File: src/rtl/issue_scheduler_pkg.sv
// Shared types and constants for the issue scheduler: FU class encoding,
// MEM unit state encoding and functional-unit numbering.
package issue_scheduler_pkg;

    typedef enum logic [1:0] {
        FU_ALU = 2'b00,
        FU_MEM = 2'b10
    } fu_class_t;

    typedef enum logic [1:0] {
        IDLE = 2'd0,
        BUSY = 2'd1,
        GAP  = 2'd2
    } mem_sched_state_t;

    localparam int NUM_FU     = 3;
    localparam int FU_MEM_IDX = 2;

endpackage

File: src/rtl/issue_scheduler_oldest_select.sv
// Combinational oldest-first picker: finds the requesting entry with the
// smallest ROB age relative to the head; ties resolve to the lower index.
module oldest_select #(
    parameter int N  = 16,
    parameter int AW = 4
) (
    input  logic [N-1:0]            req,
    input  logic [N-1:0][AW-1:0]    age,
    input  logic [AW-1:0]           head,
    output logic                    found,
    output logic [N-1:0]            onehot,
    output logic [$clog2(N)-1:0]    idx
);

    localparam int IW = $clog2(N);

    always_comb begin
        logic [AW-1:0] best;
        logic [AW-1:0] rel;
        found  = 1'b0;
        onehot = '0;
        idx    = '0;
        best   = '0;
        rel    = '0;
        for (int i = 0; i < N; i++) begin
            // Modular subtraction makes the head the zero point, so wrap is free.
            rel = age[i] - head;
            if (req[i] && (!found || rel < best)) begin
                found = 1'b1;
                best  = rel;
                idx   = IW'(i);
            end
        end
        onehot[idx] = found;
    end

endmodule

File: src/rtl/issue_scheduler.sv
// Per-cycle issue selection for two ALUs and one MEM unit, oldest-first by
// relative ROB age, with ALU occupancy counters and a MEM IDLE/BUSY/GAP FSM.
module issue_scheduler
    import issue_scheduler_pkg::*;
#(
    parameter int RS_DEPTH  = 16,
    parameter int ROB_IDX_W = 4,
    parameter int ALU_LAT   = 1,
    parameter int MEM_GAP   = 1
) (
    input  logic                                       i_clk,
    input  logic                                       i_rst_n,
    input  logic [RS_DEPTH-1:0]                        i_ready,
    input  logic [RS_DEPTH-1:0][1:0]                   i_fu_class,
    input  logic [RS_DEPTH-1:0][ROB_IDX_W-1:0]         i_age,
    input  logic [ROB_IDX_W-1:0]                       i_rob_head,
    input  logic                                       i_flush,
    input  logic                                       i_mem_done,
    output logic [NUM_FU-1:0]                          o_issue_valid,
    output logic [NUM_FU-1:0][$clog2(RS_DEPTH)-1:0]    o_issue_idx,
    output logic [RS_DEPTH-1:0]                        o_clear,
    output logic [NUM_FU-1:0]                          o_fu_free,
    output logic                                       o_proto_err
);

    localparam int IDX_W = $clog2(RS_DEPTH);
    localparam int CNT_W = (ALU_LAT > 1) ? $clog2(ALU_LAT) : 1;
    localparam logic [1:0] GAP_LOAD = (MEM_GAP > 0) ? 2'(MEM_GAP - 1) : 2'd0;

    logic [RS_DEPTH-1:0]          alu_req;
    logic [RS_DEPTH-1:0]          mem_req;
    logic [RS_DEPTH-1:0]          rsv_req;
    logic [RS_DEPTH-1:0]          p1_oh, p2_oh, mem_oh;
    logic [IDX_W-1:0]             p1_idx, p2_idx, mem_idx;
    logic                         p1_found, p2_found, mem_found;
    logic [1:0][CNT_W-1:0]        alu_cnt;
    logic [1:0]                   alu_free;
    mem_sched_state_t             mem_state;
    logic [1:0]                   gap_cnt;
    logic                         grant_en;

    always_comb begin
        alu_req = '0;
        mem_req = '0;
        rsv_req = '0;
        for (int i = 0; i < RS_DEPTH; i++) begin
            alu_req[i] = i_ready[i] && (i_fu_class[i] == FU_ALU);
            mem_req[i] = i_ready[i] && (i_fu_class[i] == FU_MEM);
            rsv_req[i] = i_ready[i] && (i_fu_class[i] != FU_ALU) && (i_fu_class[i] != FU_MEM);
        end
    end

    oldest_select #(.N(RS_DEPTH), .AW(ROB_IDX_W)) u_sel_alu1 (
        .req    (alu_req),
        .age    (i_age),
        .head   (i_rob_head),
        .found  (p1_found),
        .onehot (p1_oh),
        .idx    (p1_idx)
    );

    oldest_select #(.N(RS_DEPTH), .AW(ROB_IDX_W)) u_sel_alu2 (
        .req    (alu_req & ~p1_oh),
        .age    (i_age),
        .head   (i_rob_head),
        .found  (p2_found),
        .onehot (p2_oh),
        .idx    (p2_idx)
    );

    oldest_select #(.N(RS_DEPTH), .AW(ROB_IDX_W)) u_sel_mem (
        .req    (mem_req),
        .age    (i_age),
        .head   (i_rob_head),
        .found  (mem_found),
        .onehot (mem_oh),
        .idx    (mem_idx)
    );

    assign alu_free[0] = (alu_cnt[0] == '0);
    assign alu_free[1] = (alu_cnt[1] == '0);
    assign o_fu_free   = {mem_state == IDLE, alu_free};
    assign grant_en    = i_rst_n && !i_flush;

    // Handshake: o_issue_valid[k] means FU k takes o_issue_idx[k] this cycle;
    // the FU never stalls a grant, since grants are only made while o_fu_free[k].
    always_comb begin
        o_issue_valid = '0;
        o_issue_idx   = '0;
        o_clear       = '0;
        if (grant_en) begin
            if (alu_free[0]) begin
                if (p1_found) begin
                    o_issue_valid[0] = 1'b1;
                    o_issue_idx[0]   = p1_idx;
                    o_clear          = o_clear | p1_oh;
                end
                if (alu_free[1] && p2_found) begin
                    o_issue_valid[1] = 1'b1;
                    o_issue_idx[1]   = p2_idx;
                    o_clear          = o_clear | p2_oh;
                end
            end else if (alu_free[1] && p1_found) begin
                o_issue_valid[1] = 1'b1;
                o_issue_idx[1]   = p1_idx;
                o_clear          = o_clear | p1_oh;
            end
            if (mem_found && mem_state == IDLE && !i_mem_done) begin
                o_issue_valid[FU_MEM_IDX] = 1'b1;
                o_issue_idx[FU_MEM_IDX]   = mem_idx;
                o_clear                   = o_clear | mem_oh;
            end
        end
    end

    always_ff @(posedge i_clk or negedge i_rst_n) begin
        if (!i_rst_n) begin
            alu_cnt     <= '0;
            mem_state   <= IDLE;
            gap_cnt     <= '0;
            o_proto_err <= 1'b0;
        end else begin
            for (int k = 0; k < 2; k++) begin
                if (i_flush)
                    alu_cnt[k] <= '0;
                else if (o_issue_valid[k])
                    alu_cnt[k] <= CNT_W'(ALU_LAT - 1);
                else if (alu_cnt[k] != '0)
                    alu_cnt[k] <= alu_cnt[k] - CNT_W'(1);
            end
            // Flush does not touch the MEM FSM: an in-flight access cannot be cancelled.
            case (mem_state)
                IDLE: if (o_issue_valid[FU_MEM_IDX]) mem_state <= BUSY;
                BUSY: begin
                    if (i_mem_done) begin
                        if (MEM_GAP > 0) begin
                            mem_state <= GAP;
                            gap_cnt   <= GAP_LOAD;
                        end else begin
                            mem_state <= IDLE;
                        end
                    end
                end
                GAP: begin
                    if (gap_cnt == 2'd0)
                        mem_state <= IDLE;
                    else
                        gap_cnt <= gap_cnt - 2'd1;
                end
                default: mem_state <= IDLE;
            endcase
            if ((i_mem_done && mem_state != BUSY) || (|rsv_req))
                o_proto_err <= 1'b1;
        end
    end

endmodule

File: config.mk
export PLATFORM = sky130hd
export DESIGN_NAME = issue_scheduler
export DESIGN_NICKNAME = d
export VERILOG_FILES = /design/src/rtl/issue_scheduler_pkg.sv /design/src/rtl/issue_scheduler_oldest_select.sv /design/src/rtl/issue_scheduler.sv
export SDC_FILE = /design/constraint.sdc
export NUM_CORES = 1
export LEC_CHECK = 0
export BUFFER_PORTS_ARGS = -buffer_cell sky130_fd_sc_hd__buf_2
export CORE_ASPECT_RATIO = 0.7
export CORE_MARGIN = 2
export CORE_UTILIZATION = 30
export CTS_BUF_LIST = sky130_fd_sc_hd__clkbuf_4 sky130_fd_sc_hd__clkbuf_8
export DETAILED_ROUTE_END_ITERATION = 6
export SETUP_SLACK_MARGIN = 0.4
export SYNTH_ARGS = -nofsm -noshare
export SYNTH_HDL_FRONTEND = slang
export SYNTH_SLANG_ARGS = --single-unit
export TNS_END_PERCENT = 100
File: constraint.sdc
create_clock -name i_clk -period 68.2 [get_ports i_clk]
set_input_delay 10.23 -clock i_clk [delete_from_list [all_inputs] [get_ports i_clk]]
set_output_delay 10.23 -clock i_clk [all_outputs]
set_load 0.03 [all_outputs]
After elaboration in Yosys (flattened, before gate mapping)
Cells that the tools add are included.
{ "totals": {"input_bits": 120, "ff_bits": 7, "elab_cells": 552} }
{ "op_classes": {"eq_ne": 39, "n_lt_le_gt_ge": 51, "add_sub_neg": 19, "bitwise": 9, "n_reduce_logical": 249, "mux": 180} }
{ "ops": {"columns": ["operator", "count"], "rows": [
  ["$mux 4", 75],
  ["$lt 4x4->1", 45],
  ["$mux 16", 9],
  ["$logic_and 1x1->1", 118],
  ["$mux 1", 66],
  ["$and 16x16->16", 4],
  ["$sub 4x4->4", 16],
  ["$logic_not 1->1", 47],
  ["$logic_or 1x1->1", 46],
  ["$ne 2x2->1 const B", 20],
  ["$mux 3", 13],
  ["$logic_not 2->1", 18],
  ["$eq 2x2->1 const B", 17],
  ["$reduce_bool 2->1", 17],
  ["$or 16x16->16", 2],
  ["$mux 2", 11],
  ["$not 16->16", 1],
  ["$reduce_or 16->1", 1],
  ["$lt 4x5->1 const B", 3],
  ["$demux 1 s4", 3],
  ["$ge 4x1->1 const B", 3],
  ["$mux 12", 1],
  ["$pmux 2 s3", 1],
  ["$reduce_and 3->1", 2],
  ["6 further kinds", 8]
]} }

Logic depth before layout (Yosys ltp)
Gate-level depths: netlist of the first run.
{ "logic_depth": {"depth_word": 143, "depth_mapped": 245, "ltp_nobuf": 240} }

By module
Synthesis of the first run repeated with hierarchy kept, for this count alone.
{ "hier_totals": {"cells_unflattened": 2081, "hier_area_um2": 15655.0} }
{ "by_module_without_submodules": {"columns": ["mod", "instances", "area_each_um2", "cells_each", "seq_area_each_um2"], "rows": [
  ["oldest_select (u_sel_alu2)", 1, 5023.6, 663, 0.0],
  ["oldest_select (u_sel_alu1)", 1, 4794.6, 636, 0.0],
  ["oldest_select (u_sel_mem)", 1, 4763.3, 637, 0.0],
  ["issue_scheduler", 1, 1073.5, 145, 125.1]
]} }

Worst setup path after synthesis of the first run
No wires, ideal clock.
{ "synth_timing": {"path_type": "input to output", "start": "input port i_rob_head[1]", "end": "output port o_issue_idx[6] (netlist name)", "arrival_ps": 54809, "t_required_ps": 57970, "n_path_buf": 6, "setup_slack_ps": 3161, "path_stages": 216, "path_cell_list": "inv_1 > ha_1 > a21o_1 > a21oi_1 > xnor2_1 > nand2_1 > ha_1 > o211ai_1 > o211ai_1 > nand2_1 > nor2_1 > a21oi_1 > ha_1 > a21oi_1 > nand3b_1 > a211oi_1 > nor3_1 > nand2_1 > (+180 left out) > nand2_1 > nor2_1 > a21oi_1 > ha_1 > nand2_1 > a211o_1 > o2bb2ai_2 > o211ai_4 > mux2_2 > ha_1 > nor4b_1 > nand2_1 > a31oi_1 > o211a_1 > a21oi_4 > and2_1 > buf_4 > a31oi_1"} }
{ "synth_lines": {"columns": ["item", "line_no", "source"], "rows": [
  ["start, declared", "issue_scheduler.sv:16", "input logic [ROB_IDX_W-1:0] i_rob_head,"],
  ["end, declared", "issue_scheduler.sv:20", "output logic [NUM_FU-1:0][$clog2(RS_DEPTH)-1:0] o_issue_idx,"]
]} }

==> results of run 1 <==
flip-flops by register name (all words and copies together), names as in the netlist:
| name | flops |
|---|---|
| mem_state | 2 |
| o_proto_err | 1 |
| gap_cnt | 2 |
power breakdown:
part	switching, uW	internal (uW)	leakage, uW
Combinational	226	139	0.00633
Clock	1.65	4.43	0.0000262
Sequential	0.429	3.55	0.0000623
Total	228	147	0.00642
synth_stat cells, types with 9 or more instances:
| master | instances | area (um2) |
|---|---|---|
| a211oi_1 | 16 | 120 |
| a21boi_0 | 9 | 67.6 |
| a21o_1 | 54 | 405 |
| a21oi_1 | 154 | 771 |
| a22oi_1 | 13 | 97.6 |
| a31oi_1 | 22 | 138 |
| and2_1 | 12 | 75.1 |
| and3_1 | 16 | 100 |
| buf_4 | 9 | 67.6 |
| clkbuf_1 | 13 | 48.8 |
| fa_1 | 16 | 320 |
| ha_1 | 168 | 2100 |
| inv_1 | 123 | 462 |
| mux2_2 | 35 | 394 |
| mux2i_1 | 15 | 150 |
| nand2_1 | 158 | 593 |
| nand2b_1 | 31 | 194 |
| nand3_1 | 49 | 245 |
| nand3b_1 | 14 | 105 |
| nand4_1 | 15 | 93.8 |
| nor2_1 | 171 | 642 |
| nor2b_1 | 15 | 93.8 |
| nor3_1 | 34 | 170 |
| nor3b_1 | 21 | 158 |
| nor4_1 | 19 | 119 |
| o211a_1 | 14 | 140 |
| o211ai_1 | 28 | 210 |
| o21a_1 | 33 | 248 |
| o21ai_0 | 115 | 576 |
| o21ai_1 | 9 | 45.0 |
| o22ai_1 | 10 | 62.6 |
| or3_1 | 12 | 75.1 |
| xnor2_1 | 35 | 307 |
| xor2_1 | 13 | 114 |
stage by stage:
stage                     area (um2)  setup TNS [ns]
final                          14000               0
after CTS                      13400               0
after global placement         13300               0
after global routing           14000               0
after floorplan                11600               0
after detailed placement       13300          -0.772
per-layer routing:
metal | global-route usage (%) | vias to the layer above | share of wire, %
met2 | 34.7 | 760 | 40
met1 | 37.1 | 6830 | 47
met5 | 0 | - | 0
met4 | 5.00 | 0 | 2.3
li1 | - | 6811 | -
met3 | 4.99 | 72 | 11
path summary, 6_finish.rpt:
| path | start | to | slack, ns | depth (start not counted) |
|---|---|---|---|---|
| worst max-delay path | i_rob_head[0] | o_issue_idx[6] | 2.75 | 220 |
| worst min-delay path | mem_state[0]$_DFFE_PN0P_ | gap_cnt[0]$_DFFE_PN0P_ | 0.52 | 1 |
| worst max register to register | gap_cnt[0]$_DFFE_PN0P_ | gap_cnt[1]$_DFFE_PN0P_ | 66.73 | 4 |
| worst min register to register | mem_state[0]$_DFFE_PN0P_ | gap_cnt[0]$_DFFE_PN0P_ | 0.52 | 1 |
| max in group asynchronous | i_rst_n | o_proto_err$_DFFE_PN0P_ | 58.21 | 1 |
| min in group asynchronous | i_rst_n | gap_cnt[1]$_DFFE_PN0P_ | 9.83 | 1 |
timing repair:
item                                    4_1_cts  5_1_grt
buffers inserted                              1       32
endpoints found under the setup margin       20       20
pin swaps                                     1       23
resized for setup                             5       92
gates cloned                                  0        0
area by class of cell:
cell class                      instances  area share, %
Inverter                              126           3.39
Sequential cell                         5          0.897
Timing Repair Buffer                  253           10.9
Clock buffer                            4          0.350
Multi-Input combinational cell       1519           80.0
Tap cell                              496           4.45
cell families after synthesis:
family	share of synthesized area, %
AND/OR/NAND/NOR	27.0
other	0.0323
XOR/XNOR	3.62
flip-flops	1.08
buffers and inverters	5.70
AO/OA/AOI/OAI	36.5
multiplexers	5.13
adder cells (fa/ha/maj)	21.0
==> impl_results.md, run 1 <==
- Worst slew margin: 13.5%
- Fin cells: 2403
- Cell Pwr Density: 26.9 nW/um2
- Startpoint class of the critical path: primary input
- Worst path max stage delay: 0.58 ns
- Crit end category: output pin
- Die Area: 40300 um2
- Slew @ Worst Pin: 1.28 ns
- Flip-flop and latch area: 125 um2
- Final hold slack: 0.524 ns
- Core ar.: 38300 um2
- Final setup viols: 0
- Total GRT Usage: 24.4%
- Pleak: 0.00642 uW
- Number of global-route vias before repair: 13000
- DR iter-0 viols: 1757
- Hold_buf cts: 0
- Die Y: 169 um
- Avg Inst Size Synth: 6.91 um2
- Part of the cycle the worst path needs: 96.0%
- Mapped cell area: 11600 um2
- Final WS setup: 2.75 ns
- First-pass GRT wire length: 77.3 mm
- Total gr overflow: 0
- CTS max path bufs: 2
- CTS tree: yes
- Routed wire length: 52.2 mm
- Antenna diodes: 0
- DP Cell Count: 2366
- Cells after synthesis: 1682
- Peak VDD IR: 0.00920 mV
- Skew-Pair Late Insertion Delay: 0.23 ns
- Multi-input logic area: 11200 um2
- Critical path's top delay family: compound AO/OA/AOI/OAI gates
- Final Util: 36.4%
- PortBufs: 152
- Largest net degree at the start of global routing: 21
- Post-synth ARST share: 100%
- Reg clk slew, reported paths: 0.04 ns
- Final nets: 2212
- # Max-Cap Violations: 0
- Final Hold Vio Count: 0
- Commonest non-fill, non-tap cell in the layout: ha_1
- Row count: 60
- DRC: 0
- Area Growth Syn to Fin: 20.1%
- Synth cell types: 119
- Flop and latch count out of synthesis: 5
- TritonRoute pass-1 iters: 6
- CTS root buf: clkbuf_8
- Layout cells sized above 1: 22.0%
- Max Slew Vio Count: 0
- CTS Buf Count: 3
- RSZ-0062 raised after global routing: no
- Setup slack at placement: -0.122 ns
- Arr. time, crit path: 55.22 ns
- Critical path's slowest cell: or4_4
- Layout Skew: 0.00463 ns
- Initial Utilization: 30.3%
- Commonest cells after routing, fill and taps aside: ha_1 (168), nor2_1 (164), nand2_1 (153), buf_2 (150), a21oi_1 (139)
- Minimum clock period: 65.45 ns
- F_max: 15.3 MHz
- Via Count: 14500
- CTS Sinks: 5
- Main synth FF type: dfrtp_1
- Outcome: complete, no violations
- Final Power: 375 uW
- Cell repeated most along the worst path: ha_1
- Buf+Inv Stages, Crit Path: 14
- WL/cell: 21.7 um
- Filler cell count: 4125
- Initial antenna violation count: 2
- Via density: 6.02
- WP data required: 57.97 ns
- Post-synthesis sequential area ratio: 1.08%
- Hold crit path type: reg -> reg
- Routability cong.: 0.977
- Crit path kind: in -> out
- Final HPWL DP: 44.1 mm
- Die W: 239 um
- H-tree depth: 1
- Post-synth EDFFs: 0
- Yosys warning count: 0
- Critical path peak fanout: 11
- Top-Level Pins: 155
- ANT nets after route: 0
Power figures use the tool's default switching activity.
==> inputs of run 2 (changes only) <==
--- a/config.mk
+++ b/config.mk
@@ -11,6 +11,7 @@
 export CORE_UTILIZATION = 30
 export CTS_BUF_LIST = sky130_fd_sc_hd__clkbuf_4 sky130_fd_sc_hd__clkbuf_8
 export DETAILED_ROUTE_END_ITERATION = 6
+export REMOVE_ABC_BUFFERS = 1
 export SETUP_SLACK_MARGIN = 0.4
 export SYNTH_ARGS = -nofsm -noshare
 export SYNTH_HDL_FRONTEND = slang
==> run 2 against run 1 <==
Effect of this change:
- worst hold slack improved by 0.010 ns
- cell count grew 2.5%
- utilization rose by 1.1 points
- die area unchanged
- critical path type unchanged
- via count decreased by 0.55%
- largest power group unchanged
- global-route usage about the same
==> impl_results.md, run 2 (synthesis results as in run 1) <==
- Commonest cells after routing, fill and taps aside: ha_1 (168), nor2_1 (167), buf_4 (161), nand2_1 (152), buf_2 (151)
- Critical path's slowest cell: or4_4
- Setup slack at placement: 0.818 ns (+0.940 ns)
- Hold path start: mem_state[0]$_DFFE_PN0P_
- RSZ-0062 raised after global routing: no
- Max Slew Vio Count: 0 (unchanged)
- Total GRT Usage: 24.3% (-0.044 points)
- Final WS setup: 2.91 ns (+0.161 ns)
- Part of the cycle the worst path needs: 95.7% (-0.24 points)
- Reg clk slew, reported paths: 0.04 ns (about the same)
- Outcome: complete, no violations
- Area Growth Syn to Fin: 23.6%
- Commonest non-fill, non-tap cell in the layout: ha_1
- CTS max path bufs: 2 (unchanged)
- Number of global-route vias before repair: 13400 (+2.6%)
- Antenna diodes: 0 (unchanged)
- ANT nets after route: 0 (unchanged)
- Worst reg-to-reg path cell count: 4 (unchanged)
- CTS tree: yes
- Top-Level Pins: 155 (unchanged)
- Cell Pwr Density: 26.7 nW/um2 (-0.50%)
- Total gr overflow: 0 (unchanged)
- Initial antenna violation count: 0 (-2)
- Die W: 239 um (unchanged)
- Via density: 5.84 (-3.0%)
- First-pass GRT wire length: 77.0 mm (-0.38%)
- Final nets: 2272 (+2.7%)
- # Max-Cap Violations: 0 (unchanged)
- DR iter-0 viols: 1525 (-13%)
- Final instance area: 14400 um2 (+2.9%)
- DP Cell Count: 2443 (+3.3%)
- Pleak: 0.00671 uW (+4.5%)
- Final setup viols: 0 (unchanged)
- Hold crit path type: reg -> reg
- Crit Reg-Reg Startpoint: gap_cnt[0]$_DFFE_PN0P_
- Die Y: 169 um (unchanged)
- Largest net degree at the start of global routing: 22 (+4.8%)
- Row count: 60 (unchanged)
- CTS root buf: clkbuf_8
- Die Area: 40300 um2 (unchanged)
- CTS Sinks: 5 (unchanged)
- Routed wire length: 51.4 mm (-1.5%)
- Peak VDD IR: 0.0109 mV (+18%)
- Fin cells: 2463 (+2.5%)
- Slew @ Worst Pin: 1.09 ns (-0.197 ns)
- WP data required: 57.97 ns (about the same)
- Critical path peak fanout: 21 (+10)
- Cell repeated most along the worst path: ha_1
- Crit end category: output pin
- Final setup TNS: 0 ns (unchanged)
- Hold_buf cts: 0 (unchanged)
- Crit Reg-Reg Endpoint: gap_cnt[1]$_DFFE_PN0P_
- Layout Skew: 0.00147 ns (-0.00315 ns)
- Skew-Pair Late Insertion Delay: 0.22 ns (about the same)
- Crit path kind: in -> out
- Flop-to-flop setup slack: 66.74 ns (about the same)
- WL/cell: 20.9 um (-3.9%)
- Final Power: 384 uW (+2.4%)
- Startpoint class of the critical path: primary input
- PortBufs: 152 (unchanged)
- F_max: 15.3 MHz (+0.25%)
- Final Hold Vio Count: 0 (unchanged)
- Routability cong.: 0.965 (-1.2%)
- Biggest regs: gap_cnt x2, mem_state x2, o_proto_err x1
- Core ar.: 38300 um2 (unchanged)
- Worst slew margin: 27.4% (+14 points)
- Initial Utilization: 30.3% (unchanged)
- Via Count: 14400 (-0.55%)
- CTS Buf Count: 3 (unchanged)
- H-tree depth: 1 (unchanged)
- TritonRoute pass-1 iters: 5 (-1)
- DRC: 0 (unchanged)
- Final HPWL DP: 43.7 mm (-0.97%)
- Worst path max stage delay: 0.61 ns (+0.03 ns)
- Minimum clock period: 65.29 ns (-0.161 ns)
- Arr. time, crit path: 55.06 ns (-0.16 ns)
- Hold Crit Endpoint: gap_cnt[0]$_DFFE_PN0P_
- Layout cells sized above 1: 23.8% (+1.8 points)
- Hold Path Cell Cnt: 1 (unchanged)
- Placed cell area: 13900 um2 (+4.3%)
==> run 2: cell count changes in the layout (fill, tap and decap cells not counted), moves of 2 or more <==
cell     change
a21oi_1      +2
a21oi_4      -2
a31oi_1      +2
a31oi_2      -2
buf_4       +61
nor2_1       +3
nor2_2       -3
o21ai_1      +2
o21ai_2      -3
==> run 2: metal layers <==
| metal | part of all wire, % | GRT usage, % | vias to the layer above |
|---|---|---|---|
| met1 | 48 | 36.2 | 6703 |
| met3 | 8.8 | 4.31 | 78 |
| li1 | - | - | 6945 |
| met2 | 40 | 35.8 | 668 |
| met5 | 0 | 0 | - |
| met4 | 2.8 | 5.87 | 0 |
==> run 2: area by class of cell <==
type	instances	area, um2
Inverter	126	485
Tap cell	496	621
Sequential cell	5	125
Clock buffer	4	48.8
Timing Repair Buffer	313	1970
Fill cell	4030	23900
Multi-Input combinational cell	1519	11100
==> run 2: what timing repair did <==
item,in CTS,in global routing
endpoints found under the hold margin,0,0
resized for setup,0,85
buffers inserted,0,16
endpoints found under the setup margin,0,20
==> run 2: report_power, final <==
part | switching (uW) | leakage (uW) | total (uW) | internal (uW)
clock network | 1.49 | 0.0000262 | 5.90 | 4.41
logic | 224 | 0.00662 | 374 | 150
registers | 0.393 | 0.0000623 | 3.94 | 3.55
total | 226 | 0.00671 | 384 | 158
==> run 2: how the worst max path moves through the flow <==
stage	start	to	cells after the start
after floorplan	i_rob_head[1]	o_issue_idx[6]	210
after global placement	i_rob_head[1]	o_clear[3]	221
after detailed placement	i_rob_head[1]	o_clear[3]	219
after CTS	i_rob_head[1]	o_clear[3]	218
after global routing	i_rob_head[1]	o_issue_idx[7]	226
final	i_rob_head[1]	o_clear[3]	221
==> run 2: worst max-delay path: cells and delay by family <==
kind                       cells  cell delay [ns]
AOI/OAI and AO/OA             99            17.84
buffers and inverters         14             1.82
muxes                         16             5.58
adders and majority gates     31             9.16
xor gates and xnor gates       1             0.19
and+or+nand+nor               60            10.21
==> run 2: per-stage QoR <==
stage,hold WS [ns],utilization (%)
finish,0.534,37.5
global route,0.574,37.5
CTS,0.539,36.4
detailed placement,0.533,36.3
global placement,0.508,36.3
floorplan,0.474,-
